===== src/rtl/mips_div_pkg.sv =====
// Shared definitions for the MIPS HI/LO divide path.
// FSM encoding, default datapath width and the divide-by-zero quotient.
package mips_div_pkg;
    typedef enum logic [1:0] {
        IDLE = 2'd0,
        RUN  = 2'd1,
        DZ   = 2'd2,
        DONE = 2'd3
    } div_state_e;

    localparam int DIV_WIDTH = 32;
    localparam logic [DIV_WIDTH-1:0] DIV_ZERO_QUO = '1;
endpackage


===== src/rtl/divu_seq_step.sv =====
// One restoring radix-2 iteration: shift {rem,quo} left, trial-subtract the divisor.
// Purely combinational, no backpressure.
module div_step
    import mips_div_pkg::*;
#(
    parameter int WIDTH = DIV_WIDTH
) (
    input  logic [WIDTH-1:0] i_rem,
    input  logic [WIDTH-1:0] i_quo,
    input  logic [WIDTH-1:0] i_divisor,
    output logic [WIDTH-1:0] o_rem,
    output logic [WIDTH-1:0] o_quo
);
    logic [WIDTH:0] w_rem_sh;
    logic [WIDTH:0] w_trial;

    // rem < divisor, so the shifted value and the trial both fit in WIDTH+1 bits.
    assign w_rem_sh = {i_rem, i_quo[WIDTH-1]};
    assign w_trial  = w_rem_sh - {1'b0, i_divisor};

    always_comb begin
        if (!w_trial[WIDTH]) begin
            o_rem = w_trial[WIDTH-1:0];
            o_quo = {i_quo[WIDTH-2:0], 1'b1};
        end else begin
            o_rem = w_rem_sh[WIDTH-1:0];
            o_quo = {i_quo[WIDTH-2:0], 1'b0};
        end
    end
endmodule


===== src/rtl/divu_seq.sv =====
// Sequential DIVU: quotient to mflo, remainder to mfhi, WIDTH+1 cycles (2 on divide-by-zero).
// Start accepted only when idle/done; busy stalls the pipeline. DIVU_SEQ_SIGNED_EN adds MIPS DIV.
module divu_seq
    import mips_div_pkg::*;
#(
    parameter int WIDTH = DIV_WIDTH,
    parameter int CNT_W = 6
) (
    input  logic             i_clk,
    input  logic             i_rst,
    input  logic [WIDTH-1:0] i_a,
    input  logic [WIDTH-1:0] i_b,
    input  logic             i_div_we,
`ifdef DIVU_SEQ_SIGNED_EN
    input  logic             i_div_signed,
`endif
    output logic             o_busy,
    output logic             o_done,
    output logic [WIDTH-1:0] o_mfhi,
    output logic [WIDTH-1:0] o_mflo
);
    localparam logic [CNT_W-1:0] CNT_INIT = CNT_W'(WIDTH);
    localparam logic [CNT_W-1:0] CNT_LAST = CNT_W'(1);

    div_state_e       r_state;
    logic [CNT_W-1:0] r_cnt;
    logic [WIDTH-1:0] r_rem;
    logic [WIDTH-1:0] r_quo;
    logic [WIDTH-1:0] r_div;
    logic             r_neg_q;
    logic             r_neg_r;
    logic             r_busy;
    logic             r_done;
    logic [WIDTH-1:0] r_mfhi;
    logic [WIDTH-1:0] r_mflo;

    logic [WIDTH-1:0] w_rem_nx;
    logic [WIDTH-1:0] w_quo_nx;
    logic [WIDTH-1:0] w_a_mag;
    logic [WIDTH-1:0] w_b_mag;
    logic             w_neg_q;
    logic             w_neg_r;
    logic             w_b_zero;
    logic [WIDTH-1:0] w_q_res;
    logic [WIDTH-1:0] w_r_res;

    div_step #(.WIDTH(WIDTH)) u_step (
        .i_rem     (r_rem),
        .i_quo     (r_quo),
        .i_divisor (r_div),
        .o_rem     (w_rem_nx),
        .o_quo     (w_quo_nx)
    );

    assign w_b_zero = (i_b == '0);

    always_comb begin
        w_a_mag = i_a;
        w_b_mag = i_b;
        w_neg_q = 1'b0;
        w_neg_r = 1'b0;
`ifdef DIVU_SEQ_SIGNED_EN
        if (i_div_signed) begin
            if (i_a[WIDTH-1]) w_a_mag = -i_a;
            if (i_b[WIDTH-1]) w_b_mag = -i_b;
            w_neg_q = i_a[WIDTH-1] ^ i_b[WIDTH-1];
            w_neg_r = i_a[WIDTH-1];
        end
`endif
    end

    // Sign fix-up on the final iteration's outputs; flags are always 0 in unsigned use.
    assign w_q_res = r_neg_q ? -w_quo_nx : w_quo_nx;
    assign w_r_res = r_neg_r ? -w_rem_nx : w_rem_nx;

    always_ff @(posedge i_clk) begin
        if (i_rst) begin
            r_state <= IDLE;
            r_cnt   <= '0;
            r_rem   <= '0;
            r_quo   <= '0;
            r_div   <= '0;
            r_neg_q <= 1'b0;
            r_neg_r <= 1'b0;
            r_busy  <= 1'b0;
            r_done  <= 1'b0;
            r_mfhi  <= '0;
            r_mflo  <= '0;
        end else begin
            case (r_state)
                IDLE, DONE: begin
                    r_done <= 1'b0;
                    if (i_div_we) begin
                        // Divide-by-zero keeps the raw dividend so mfhi returns a unmodified.
                        r_quo   <= w_b_zero ? i_a : w_a_mag;
                        r_div   <= w_b_mag;
                        r_rem   <= '0;
                        r_cnt   <= CNT_INIT;
                        r_neg_q <= w_neg_q;
                        r_neg_r <= w_neg_r;
                        r_busy  <= 1'b1;
                        r_state <= w_b_zero ? DZ : RUN;
                    end else begin
                        r_busy  <= 1'b0;
                        r_state <= IDLE;
                    end
                end
                RUN: begin
                    r_rem <= w_rem_nx;
                    r_quo <= w_quo_nx;
                    r_cnt <= r_cnt - CNT_LAST;
                    if (r_cnt == CNT_LAST) begin
                        r_state <= DONE;
                        r_busy  <= 1'b0;
                        r_done  <= 1'b1;
                        r_mflo  <= w_q_res;
                        r_mfhi  <= w_r_res;
                    end
                end
                DZ: begin
                    r_rem   <= r_quo;
                    r_quo   <= {WIDTH{1'b1}};
                    r_state <= DONE;
                    r_busy  <= 1'b0;
                    r_done  <= 1'b1;
                    r_mflo  <= {WIDTH{1'b1}};
                    r_mfhi  <= r_quo;
                end
                default: begin
                    r_state <= IDLE;
                    r_busy  <= 1'b0;
                    r_done  <= 1'b0;
                end
            endcase
        end
    end

    assign o_busy = r_busy;
    assign o_done = r_done;
    assign o_mfhi = r_mfhi;
    assign o_mflo = r_mflo;
endmodule


===== config.mk =====
export PLATFORM = sky130hd
export DESIGN_NAME = divu_seq
export DESIGN_NICKNAME = d
export VERILOG_FILES = /design/src/rtl/mips_div_pkg.sv /design/src/rtl/divu_seq_step.sv /design/src/rtl/divu_seq.sv
export SDC_FILE = /design/constraint.sdc
export NUM_CORES = 1
export LEC_CHECK = 0
export CORE_MARGIN = 8
export CORE_UTILIZATION = 55
export CTS_BUF_LIST = sky130_fd_sc_hd__clkbuf_8 sky130_fd_sc_hd__clkbuf_16
export CTS_CLUSTER_SIZE = 28
export DETAILED_ROUTE_END_ITERATION = 8
export PLACE_DENSITY = 0.76
export SYNTH_ARGS = -nofsm -noshare
export SYNTH_HDL_FRONTEND = slang
export SYNTH_HIERARCHICAL = 1
export SYNTH_SLANG_ARGS = --single-unit

===== constraint.sdc =====
create_clock -name i_clk -period 3.8 [get_ports i_clk]
set_input_delay 0.38 -clock i_clk [delete_from_list [all_inputs] [get_ports i_clk]]
set_output_delay 0.38 -clock i_clk [all_outputs]
set_load 0.01 [all_outputs]

==> Word level (Yosys, flattened, before mapping) <==
Cells that the tools add are included.
{ "word_totals": {"elab_cells": 46, "in_bits": 67, "regBits": 170, "out_inout_bits": 66} }
{ "op_classes": {"addsub": 2, "n_mux": 21, "n_reduce_logical": 8, "eq_ne": 6} }
{ "op_table": {"columns": ["cell", "n"], "rows": [
  ["one-hot mux 32 bit (3 select lines)", 2],
  ["two-way mux 32 bit", 5],
  ["one-hot mux 32 bit (2 select lines)", 2],
  ["subtractor 33 x 32 -> 33 bit", 1],
  ["logical NOT 32 bit", 1],
  ["one-hot mux 6 bit (2 select lines)", 1],
  ["equality test 6 x 1 -> 1 bit, second input constant", 1],
  ["two-way mux 2 bit", 3],
  ["two-way mux 6 bit", 1],
  ["one-hot mux 1 bit (3 select lines)", 2],
  ["one-hot mux 2 bit (3 select lines)", 1],
  ["AND reduction 2 bit", 3],
  ["subtractor 6 x 1 -> 6 bit, second input constant", 1],
  ["equality test 2 bit, second input constant", 2],
  ["two-way mux 1 bit", 4],
  ["inequality test 2 bit, second input constant", 2],
  ["nonzero test 2 bit", 2],
  ["equality test 2 x 1 -> 1 bit, second input constant", 1],
  ["logical NOT 2 bit", 1],
  ["OR reduction 2 bit", 1]
]} }

==> Logic depth before layout (Yosys ltp) <==
{ "depth": {"word_depth": 4, "mapped_depth": 17, "depth_no_buf": 15} }

==> Hierarchy <==
Netlist, hierarchy kept.
{ "modules_own_cells": {"columns": ["mod", "area_each_um2", "cells_per_inst", "seq_area_each_um2", "n_inst"], "rows": [
  ["divu_seq", 7070.5, 801, 3403.3, 1],
  ["div_step", 2591.2, 336, 0.0, 1]
]} }

==> Worst setup path before layout <==
OpenSTA, ideal clock, no wires.
{ "synth_path": {"path_type": "register to register", "startpoint": "register r_quo[31]", "endpoint": "register r_rem[10]", "t_required_ns": 3.668, "arrival_time_ns": 3.360, "n_path_buf": 2, "path_slack_ns": 0.308, "setup_ns": 0.132, "stages_incl_launch_ff": 18, "path_cell_list": "dfxtp_1 inv_1 ha_1 fa_1 and2b_1 o2111ai_2 a21oi_2 o2111ai_1 a211oi_2 nor2_4 mux2i_4 and2_4 buf_12 inv_8 buf_12 mux2_4 a22oi_1 a21oi_1"} }
{ "synth_via": {"elab_chain_len": 3} }
{ "synth_rtl": {"columns": ["item", "line_no", "rtl"], "rows": [
  ["start, declared", "divu_seq.sv:28", "logic [WIDTH-1:0] r_quo;"],
  ["start signal, assigned", "divu_seq.sv:95", "r_quo <= w_b_zero ? i_a : w_a_mag;"],
  ["start signal, assigned", "divu_seq.sv:110", "r_quo <= w_quo_nx;"],
  ["start signal, assigned", "divu_seq.sv:122", "r_quo <= {WIDTH{1'b1}};"],
  ["subtractor 33 x 32 -> 33 bit", "divu_seq_step.sv:19", "assign w_trial = w_rem_sh - {1'b0, i_divisor};"],
  ["two-way mux 32 bit", "divu_seq_step.sv:22", "if (!w_trial[WIDTH]) begin"],
  ["named net w_r_res[10]", "divu_seq.sv:45", "logic [WIDTH-1:0] w_r_res;"],
  ["one-hot mux 32 bit (3 select lines)", "divu_seq.sv:90", "case (r_state)"],
  ["end signal, assigned", "divu_seq.sv:109", "r_rem <= w_rem_nx;"],
  ["end signal, assigned", "divu_seq.sv:121", "r_rem <= r_quo;"],
  ["end, declared", "divu_seq.sv:27", "logic [WIDTH-1:0] r_rem;"]
]} }
The timed path passes the listed nets, and every way through them passes these cells.
A chain may end at the register's enable or synchronous reset.

==> Final worst setup path <==
{ "layout_path": {"startpoint": "register r_quo[31]", "endpoint": "register r_rem[30]"} }
Same word-level chain as after synthesis.

==> qor.yml <==
placed_design:
  post-place-ws_ns: 0.173
  hpwl_mm: 18.6
  gp_congestion: 0.896
  placed_area_um2: 10800
  port_buffers: 132
finish:
  multi_input_area_um2: 5420
  final_layout_size_suffix_gt1_share_pct: 8.66
  area_delta_synth_final_pct: 17.6
  fin_nets: 1292
  design_area_um2: 11400
  layout.cells.most_common: "a21oi_1"
  diodes: 0
  fill_cells: 1475
  ff_latch_area_um2: 3400
  post-route-util_pct: 65.9
  final_cell_mix: "a21oi_1 (189), dfxtp_1 (170), clkdlybuf4s50_1 (130), nand2_1 (119), a211oi_1 (100)"
clocking:
  clk_latency_ns: 0.43
  cts_buffers: 17
  root_buffer: "clkbuf_16"
  cts_setup_buffers: 0
  clock_path_buffers: 2
  cts_tree: "yes"
  htreeDepth: 4
  clkTransAtPathRegs_ns: 0.07
  cts.sinks: 170
yosys:
  avgSynthCellArea_um2: 8.50
  synthCells: 1137
  netlist_area_um2: 9660
  yosysSeqAreaShare_pct: 35.2
  synth.distinct_cells: 69
  ys_warn_count: 6
  synth-edff-count: 0
  ys_seq_elements: 170
  syn-num-nets: 1241
  async_flop_share_pct: 0
  ys.flop_type: "dfxtp_1"
status:
  outcome: "finished, final reports clean"
setup_path:
  arrival_ns: 3.94
  crit_path_end_kind: "flip-flop"
  cp.required_ns: 4.11
  startpoint_type: "flip-flop"
  worst-setup-path-type: "reg2reg"
  crit_fanout: 13
sta:
  final_max_slew_viol_count: 0
  worstMarginPinSlew_ns: 0.748
  setup_ws_ns: 0.170
  hold_ws_ns: 0.428
  period_needed_ns: 3.63
  fmax_mhz: 275
  final-hold-violation-count: 0
  fin_crit_sh_pct: 95.5
  setup_viol: 0
  slew-limit-headroom_pct: 50.1
  fin_skew_ns: 0.00851
global_routing:
  grt_max_degree: 70
  grt_pass1_vias: 7896
  busiest_layer: "met2"
  gr-usage-met3_pct: 4.22
  met2_usage_pct: 35.1
  track_usage_pct: 23.3
  use_met1_pct: 33.0
  overflow: 0
  antenna_found_initial: 0
  grt_pass1_wl_mm: 41.8
floorplanning:
  coreArea_um2: 17200
  io_pins: 133
  start_util_pct: 56.1
  rows: 48
  die_area_um2: 22100
  die_h_um: 149
  dieWidth_um: 149
power:
  irDropWorstVdd_mv: 0.518
  power.density_nw_per_um2: 867
  finalPower_w: 0.00985
  leakage_nw: 4.23
routing:
  vias: 8599
  routed_via_density: 6.03
  wl_per_cell_um: 18.5
  drt-total-wl_mm: 26.3
  ant_nets: 0
  drc: 0
  drtPass1Iterations: 7
  drt_iter0_markers: 671
run:
  maxCapViolCount: 0
hold_path:
  hold_class: "in2reg"
timing repair:
action	4_1_cts	5_1_grt
setup endpoints to repair	0	26
hold buffers	0	0
gates resized for setup	0	2
worst max-delay path, stage by stage (launching register included):
cell and delay [ns]:
dfxtp_1 0.34, inv_1 0.06, ha_1 0.22, fa_1 0.41, and2b_1 0.25, o2111ai_2 0.13
a21oi_2 0.25, o2111ai_2 0.20, a211oi_2 0.30, nor2_4 0.10, mux2i_4 0.21, and2_4 0.28
clkinv_8 0.15, mux2_4 0.33, a22oi_1 0.19, a21oi_1 0.10
synthesized netlist by cell type (4+ instances only):
master | number | area share, %
nand4_1 | 7 | 0.45
o21a_1 | 8 | 0.62
a21oi_1 | 189 | 9.8
mux2_2 | 4 | 0.47
ha_1 | 36 | 4.7
o2111ai_1 | 4 | 0.36
xnor2_1 | 13 | 1.2
buf_1 | 6 | 0.23
buf_2 | 20 | 1.0
nor3_1 | 9 | 0.47
a211oi_1 | 100 | 7.8
mux2_4 | 19 | 3.0
a21o_1 | 17 | 1.3
nor4_1 | 10 | 0.65
buf_4 | 35 | 2.7
mux2i_1 | 67 | 6.9
a22oi_1 | 32 | 2.5
a31oi_1 | 6 | 0.39
inv_1 | 40 | 1.6
nand2_1 | 119 | 4.6
xor2_1 | 13 | 1.2
nand3_1 | 15 | 0.78
nor2b_1 | 6 | 0.39
o21bai_1 | 4 | 0.31
and3_1 | 5 | 0.32
o21ai_0 | 20 | 1.0
clkbuf_1 | 54 | 2.1
nor2_1 | 49 | 1.9
dfxtp_1 | 170 | 35
nor3b_1 | 6 | 0.47
flip-flops by register name (all words and copies together) (netlist names):
signal,count
r_quo,32
o_mflo,32
o_done,1
o_mfhi,32
r_div,32
o_busy,1
r_cnt,6
r_state,2
r_rem,32
through the flow:
| stage | cells | TNS, ns |
|---|---|---|
| floorplan | 1137 | 0 |
| global placement | 1392 | 0 |
| detailed placement | 1392 | 0 |
| CTS | 1424 | 0 |
| global route | 1426 | -0.00880 |
| finish | 1426 | 0 |
cell families (layout without fill, tap and decap cells):
kind of cell / after synthesis / after routing / synth area share (%)
compound gates: 402 / 402 / 26.4
simple gates: 247 / 248 / 11.6
flops: 170 / 170 / 35.2
buf+inv: 164 / 227 / 8.95
mux: 91 / 91 / 10.6
fa+ha+maj: 37 / 37 / 4.87
xor+xnor: 26 / 26 / 2.36
final timing paths:
kind                                start        end  slack (ns)  cells past startpoint
worst max-delay path            r_quo[31]  r_rem[30]        0.17                     15
worst min-delay path                i_rst   r_cnt[1]        0.43                      2
worst max register to register  r_quo[31]  r_rem[30]        0.17                     15
worst min register to register   r_div[7]   r_div[7]        0.46                      2
where the power goes:
group | leakage [nW] | switching (W) | internal, W
logic | 2.55 | 0.00313 | 0.00234
registers | 1.39 | 0.000420 | 0.00225
clock network | 0.289 | 0.000776 | 0.000938
area by class of cell:
| cell class | count | share of cell area (%) |
|---|---|---|
| inverter | 41 | 1.46 |
| tap | 225 | 2.48 |
| timing repair buffer | 153 | 13.3 |
| clock buffer | 18 | 3.87 |
| timing repair inverter | 1 | 0.0771 |
| sequential | 170 | 30.0 |
| multi-input combinational | 804 | 47.7 |
| clock inverter | 14 | 1.19 |
routing by layer:
metal | wire, um | vias up | part of all wire [%]
met1 | 12200 | 4005 | 46
met2 | 11700 | 360 | 45
li1 | - | 4203 | -
met4 | 457 | 0 | 1.7
met3 | 1910 | 31 | 7.3
met5 | 0 | - | 0
No activity file was read; power rests on OpenSTA's default activity.
